===== src/rtl/floppy_drive_mech.sv =====
// floppy_drive_mech: 3.5" Mac drive mechanics: IWM register decode, head stepping, rotation address, sense bits
module floppy_drive_mech #(
  parameter int BYTE_CYCLES = 128,
  parameter int STEP_CYCLES = 96000,
  parameter int MAX_TRACK   = 79,
  parameter int TACH_BYTES  = 48
) (
  input  logic        clk,
  input  logic        rst,
  input  logic [2:0]  ca,
  input  logic        sel,
  input  logic        lstrb,
  input  logic        enable,
  input  logic        inserted,
  input  logic        sides,
  input  logic        ready,
  input  logic        wr_protect,
  input  logic [3:0]  spt,
  output logic [6:0]  track,
  output logic        side,
  output logic        eject,
  output logic        motor,
  output logic [13:0] addr,
  output logic        sense
);
  localparam int BW = $clog2(BYTE_CYCLES + 1);
  localparam int SW = $clog2(STEP_CYCLES + 1);
  localparam int TW = $clog2(TACH_BYTES + 1);
  logic          lstrb_q, lstrb_qq, dir, step_busy, tach;
  logic [BW-1:0] byte_cnt;
  logic [SW-1:0] step_cnt;
  logic [TW-1:0] tach_cnt;
  logic          stb, spin, adv, do_step;
  logic [2:0]    reg_sel;
  logic [13:0]   lim;
  logic [6:0]    track_nxt;
  logic [15:0]   sv;
  always_comb begin
    reg_sel   = {ca[1], ca[0], sel};
    stb       = lstrb_q & ~lstrb_qq & enable;
    do_step   = stb && reg_sel == 3'b001 && !ca[2] && !step_busy;
    spin      = motor & inserted;
    adv       = spin && byte_cnt == BW'(BYTE_CYCLES - 1);
    lim       = {1'b0, spt, 9'd0};
    track_nxt = dir ? (track != 7'd0 ? track - 7'd1 : track)
                    : (track < 7'(MAX_TRACK) ? track + 7'd1 : track);
    sv        = {1'b1, 1'b1, 1'b0, ~ready, 1'b1, 1'b1, sides, 1'b1,
                 tach, 1'b1, track != 7'd0, ~motor, ~wr_protect, ~step_busy, ~inserted, dir};
  end
  always_ff @(posedge clk) begin
    if (rst) begin
      lstrb_q   <= 1'b0;
      lstrb_qq  <= 1'b0;
      dir       <= 1'b0;
      step_busy <= 1'b0;
      step_cnt  <= '0;
      byte_cnt  <= '0;
      tach_cnt  <= '0;
      tach      <= 1'b0;
      track     <= '0;
      side      <= 1'b0;
      eject     <= 1'b0;
      motor     <= 1'b0;
      addr      <= '0;
      sense     <= 1'b1;
    end else begin
      lstrb_q  <= lstrb;
      lstrb_qq <= lstrb_q;
      side     <= sel;
      eject    <= 1'b0;
      sense    <= enable ? sv[{ca, sel}] : 1'b1;
      if (stb && reg_sel == 3'b000) dir <= ca[2];
      if (do_step) begin
        track     <= track_nxt;
        step_busy <= 1'b1;
        step_cnt  <= SW'(STEP_CYCLES - 1);
      end else if (step_busy) begin
        step_cnt <= step_cnt - SW'(1);
        if (step_cnt == '0) step_busy <= 1'b0;
      end
      if (stb && reg_sel == 3'b100 && inserted) motor <= ~ca[2];
      if (stb && reg_sel == 3'b110 && ca[2] && inserted) begin
        eject <= 1'b1;
        motor <= 1'b0;
      end
      if (spin) byte_cnt <= adv ? '0 : byte_cnt + BW'(1);
      if (adv) begin
        addr     <= addr >= lim - 14'd1 ? '0 : addr + 14'd1;
        tach_cnt <= tach_cnt == TW'(TACH_BYTES - 1) ? '0 : tach_cnt + TW'(1);
        if (tach_cnt == TW'(TACH_BYTES - 1)) tach <= ~tach;
      end
    end
  end
endmodule

===== config.mk =====
export PLATFORM = sky130hd
export DESIGN_NAME = floppy_drive_mech
export DESIGN_NICKNAME = d
export VERILOG_FILES = /design/src/rtl/floppy_drive_mech.sv
export SDC_FILE = /design/constraint.sdc
export NUM_CORES = 1
export LEC_CHECK = 0
export ABC_CLOCK_PERIOD_IN_PS = 2600
export CAP_MARGIN = 15
export CORE_MARGIN = 8
export CORE_UTILIZATION = 30
export CTS_CLUSTER_SIZE = 30
export DETAILED_ROUTE_END_ITERATION = 8
export GPL_ROUTABILITY_DRIVEN = 0
export SETUP_SLACK_MARGIN = 0.1
export SLEW_MARGIN = 30
export SYNTH_ARGS = -nofsm -noshare
export SYNTH_HDL_FRONTEND = slang
export SYNTH_SLANG_ARGS = --single-unit

===== constraint.sdc =====
create_clock -name clk -period 2.6 [get_ports clk]
set_input_delay 0.65 -clock clk [delete_from_list [all_inputs] [get_ports clk]]
set_output_delay 0.65 -clock clk [all_outputs]
set_load 0.05 [all_outputs]

* After elaboration in Yosys (flattened, before gate mapping)
Cells that the tools add are included.
Operators by class: $add $sub $neg 7, magnitude comparators 3, eq/ne operators 6, muxes and demuxes 14, bitwise logic cells 12, reductions and logical operators 22
Operator list (count):
- 2-to-1 mux 17 bit | 2
- 2-to-1 mux 7 bit | 3
- zero test 17 bit | 1
- subtractor 17 x 1 -> 17 bit, second input constant | 1
- adder 14 x 1 -> 14 bit, second input constant | 1
- greater-or-equal comparator 14 bit | 1
- 2-to-1 mux 14 bit | 1
- subtractor 13 x 1 -> 14 bit, second input constant | 1
- logical AND 1 bit | 10
- NOT 1 bit | 9
- adder 8 x 1 -> 8 bit, second input constant | 1
- equality test 8 x 7 -> 1 bit, second input constant | 1
- 2-to-1 mux 8 bit | 1
- adder 7 x 1 -> 7 bit, second input constant | 1
- < comparator 7 bit, second input constant | 1
- nonzero test 7 bit | 1
- subtractor 7 x 1 -> 7 bit, second input constant | 1
- adder 6 x 1 -> 6 bit, second input constant | 1
- equality test 3 bit, second input constant | 2
- equality test 6 bit, second input constant | 1
- 2-to-1 mux 6 bit | 1
- OR reduction 2 bit | 3
- < comparator 4 x 5 -> 1 bit, second input constant | 1
- 2-to-1 mux 1 bit | 5
- other kinds (9) | 13
Word-level totals: register bits after elaboration 61, input port bits 16

* Depth between registers and ports, before layout
word-level depth 7, mapped depth 9

* Worst setup path before layout
Ideal clock, no wire load.
path kind register to register, start point register track[0], end point register track[6], arrival time 2.215 ns, data required time 2.477 ns, path slack 0.261 ns, stages on the path, launching flop included 8, path buffers 0, cell sequence dfxtp_1 -> inv_1 -> fa_1 -> nor2b_1 -> o31a_1 -> mux2i_1 -> a31oi_2 -> mux2_1
Between the ends: word-level cells in the longest chain between the ends 3
RTL lines:
- from (decl) | RTL line 19 | output logic [6:0] track,
- from (signal assigned) | RTL line 74 | track <= track_nxt;
- adder 7 x 1 -> 7 bit (tied with other cells) | RTL line 46 | : (track < 7'(MAX_TRACK) ? track + 7'd1 : track);
- 2-to-1 mux 7 bit (tied with other cells) | RTL line 46
- 2-to-1 mux 7 bit / AND reduction 3 bit (equally long branches)
Parallel ways exist; a longest one is shown, timed or not. The select of a mux whose other input is x is not followed. A chain may end at the register's enable or synchronous reset.

* Worst setup path after layout
start point input ca[0], end point register track[6]
Between the ends: word-level cells in the longest chain between the ends 5
RTL lines:
- from (decl) | RTL line 10 | input logic [2:0] ca,
- equality test 3 x 1 -> 1 bit | RTL line 41 | do_step = stb && reg_sel == 3'b001 && !ca[2] && !step_busy;
- logical AND 1 bit (3 in series) | RTL line 41
- AND reduction 3 bit (no line)
Every way passes these cells.

==> summary.txt <==
Outcome
  – Status: finished clean

Finish
  – Area Growth Syn to Fin: 26.1%
  – Fraction of layout cells with a size suffix above 1: a little under an eighth
  – NumNets Final: 472
  – Fin util: between 30% and 40%
  – Final antenna diode count: 0

Run
  – Max_cap viols: 0

Placement
  – IO buf count: 40
  – DP HPWL: between 5000 and 6000 um
  – DP Worst Slack: -0.188 ns

Synthesis
  – Post-synth EDFFs: 0
  – Synth top area cells: dfxtp_1 37%, ha_1 6.1%, nor3_1 4.1%
  – Asr flop ratio synth: 0%
  – Synth Instances: approximately 380
  – Synth Net Count: a little over 400
  – Avg Cell Area, Syn: roughly 8.7 um^2
  – Synth cell types: 57
  – Area leader, netlist: dfxtp_1
  – Yosys reg bits: a little over 60
  – Mapped cell area: 3290 um^2
  – YS warnings: 0
  – Post-synthesis sequential area ratio: a little under two fifths
  – Most used DFF post-synth: dfxtp_1
  – Top-area cell type share of the netlist area: a little under two fifths

STA
  – Hold slack final: between 0.4 and 0.5 ns
  – Crit share post-route: 94.7%
  – Min Tclk post-route: between 2 and 2.5 ns
  – Clk_skew: roughly 0.014 ns
  – Endpoints failing setup: 0
  – Slew Viols, Final: 0
  – Relative slew slack: between 50% and 60%
  – Worst slew pin tran: ~0.67 ns
  – Endpoints failing hold: 0
  – Setup TNS: 0 ns
  – Fmax: slightly above 0.4 GHz
  – Setup WS post-layout: 0.139 ns
  – RSZ-0062 raised after global routing: no

Critical path
  – Crit Path Category: in2reg
  – Max incr delay on CP: between 0.5 and 0.6 ns
  – Critical Path Source Type: input pin
  – CP Data Required Time: 2.81 ns
  – Setup crit end kind: flip-flop
  – Max stage delay cell, worst path: or4_4
  – Critical path cell sequence: clkdlybuf4s50_1 > nand4bb_4 > or4_4 > a211o_1 > a31oi_2 > mux2_1
  – Largest fanout on the critical path: 4
  – Crit path DAT: between 2 and 3 ns

Drt
  – # DRC: 0
  – Per-cell routed wire length: ~14 um
  – Met3 WL: 533 um
  – M1 WL: ~3900 um
  – Starting DRT DRC Count: between 100 and 150
  – Met2 WL: roughly 3300 um
  – Top routing layer in use: met4
  – Wirelength, routed: ~7900 um
  – Antenna-violating nets left: 0
  – Drt via density: roughly 5.1
  – Vias after detailed routing: approximately 3000
  – Pre-antenna DRT Iters: 5

GRT
  – Initial antenna violation count: 0
  – Global-route wire length before repair: about 13000 um
  – Grt total ovfl: 0
  – Largest net degree at the start of global routing: 21
  – Number of global-route vias before repair: roughly 2800
  – Total track usage: 11.0%

Die
  – IO Pins: 41
  – Placeable Area: around 11000 um^2
  – Vert. Die Dim: 121 um
  – Initial cell density of the core: between 30% and 40%
  – Cell Rows: 38
  – Die width: roughly 120 um
  – Die Footprint: 14600 um^2

Clocking
  – Htree depth: 3
  – Total CTS buffers: 9
  – # clock sinks: between 60 and 70
  – CTS tree: built
  – Post-CTS setup buffer count: 0
  – CTS resizes: 0
  – Cts hold-fix bufs: 0
  – CTS max path bufs: 2
  – CTS Root Cell: clkbuf_8
  – Worst skew pair latency: around 0.33 ns
  – Clk slew on worst S/H paths: approximately 0.06 ns

Worst hold path
  – HP Class: reg2reg

Pwr
  – Seq pwr share: roughly 52%
  – Switching fraction of total power: between 20% and 30%
  – VDD IR max: between 0.15 and 0.2 mV
  – Internal power: between 1 and 1.5 mW
  – Logic pwr share: roughly 7.5%
  – LEAKAGE: approximately 1.6 nW
  – Power density cells: roughly 440 nW/um^2
  – Clock share of power: 40.3%
  – Psw: between 0.4 and 0.5 mW
## synth_stat cells, types with 3 or more instances
master	instances
a211o_1	3
o21ai_1	8
nor4_1	5
xor2_1	7
nand3_1	17
nor2b_1	12
and3_1	6
and4_1	3
buf_2	3
nand2_1	35
a31oi_1	3
xnor2_1	13
nor2_1	34
inv_1	9
nand4_1	5
a21oi_1	20
or3_1	4
a211oi_1	15
dfxtp_1	61
a311oi_1	3
nor3_2	5
nor3_1	27
o21ai_0	3
a21o_1	4
ha_1	16
clkbuf_1	9
mux2i_1	9
## routing by layer
metal / vias up / track usage, %
li1: 1508 / -
met1: 1377 / 13.9
met2: 71 / 16.4
met3: 13 / 4.43
met4: 0 / 4.45
met5: - / 0
## placed cells by master, fill, tap and decap left out, drive strengths merged, types with 3 or more instances in the layout
master / count
nand2: 35
a311oi: 3
nor3: 32
a21oi: 21
o21ai: 11
nor4: 6
or4: 3
a211o: 3
nor2: 35
inv: 9
and3: 6
a21o: 4
buf: 25
dfxtp: 61
xor2: 7
or3: 5
nor2b: 12
mux2i: 9
ha: 16
and4: 3
xnor2: 13
clkdlybuf4s50: 39
nand4: 5
a211oi: 15
clkbuf: 12
nand3: 17
a31oi: 4
## cells by family (layout without fill, tap and decap cells)
family | Yosys count | after routing | share of synthesized area (%)
AND/OR/NAND/NOR | 174 | 174 | 29.2
AO/OA/AOI/OAI | 72 | 72 | 14.7
flip-flops | 61 | 61 | 37.2
buffers and inverters | 23 | 87 | 3.08
XOR/XNOR | 20 | 20 | 5.33
adder cells (fa/ha/maj) | 17 | 17 | 6.70
multiplexers | 11 | 11 | 3.77
## layout make-up
type,instances,area [um^2]
clock buffer,12,155
clock inverter,2,10.0
fill,1154,6600
inverter,9,33.8
multi-input combinational,294,1970
sequential,61,1220
tap,140,175
timing repair buffer,64,576
## flip-flops by register name (all words and copies together), names as in the netlist
signal and flops:
tach_cnt 6, lstrb_q 1, motor 1, side 1
eject 1, lstrb_qq 1, tach 1, track 7
byte_cnt 8, step_cnt 17, step_busy 1, sense 1
dir 1, addr 14
## critical path: cells and delay by family
family,cells,cell delay (ns)
compound gates,2,0.51
buf+inv,1,0.44
mux,1,0.33
simple gates,2,0.75
## worst paths after layout
| kind | start | to | slack [ns] | cells past startpoint |
|---|---|---|---|---|
| max | ca[0] | track[6] | 0.14 | 6 |
| min | step_cnt[9] | step_cnt[9] | 0.49 | 1 |
| max reg2reg | track[0] | track[6] | 0.42 | 7 |
| min reg2reg | step_cnt[9] | step_cnt[9] | 0.49 | 1 |
## stage by stage
step | instances | power, mW | instance area [um^2]
floorplan | 378 | 1.04 | 3290
global placement | 568 | 1.10 | 3970
detailed placement | 568 | 1.11 | 3970
CTS | 582 | 1.84 | 4130
global route | 582 | 1.90 | 4140
finish | 582 | 1.82 | 4140
## power by group through the flow
stage          Clock [mW]  Sequential, mW  Combinational (mW)
4_1_cts             0.757           0.947               0.138
6_report            0.731           0.948               0.137
3_3_place_gp            0           0.968               0.135
5_1_grt             0.805           0.948               0.150
3_5_place_dp            0           0.969               0.137
2_1_floorplan           0           0.973              0.0687
(Power assumes the default switching activity.)
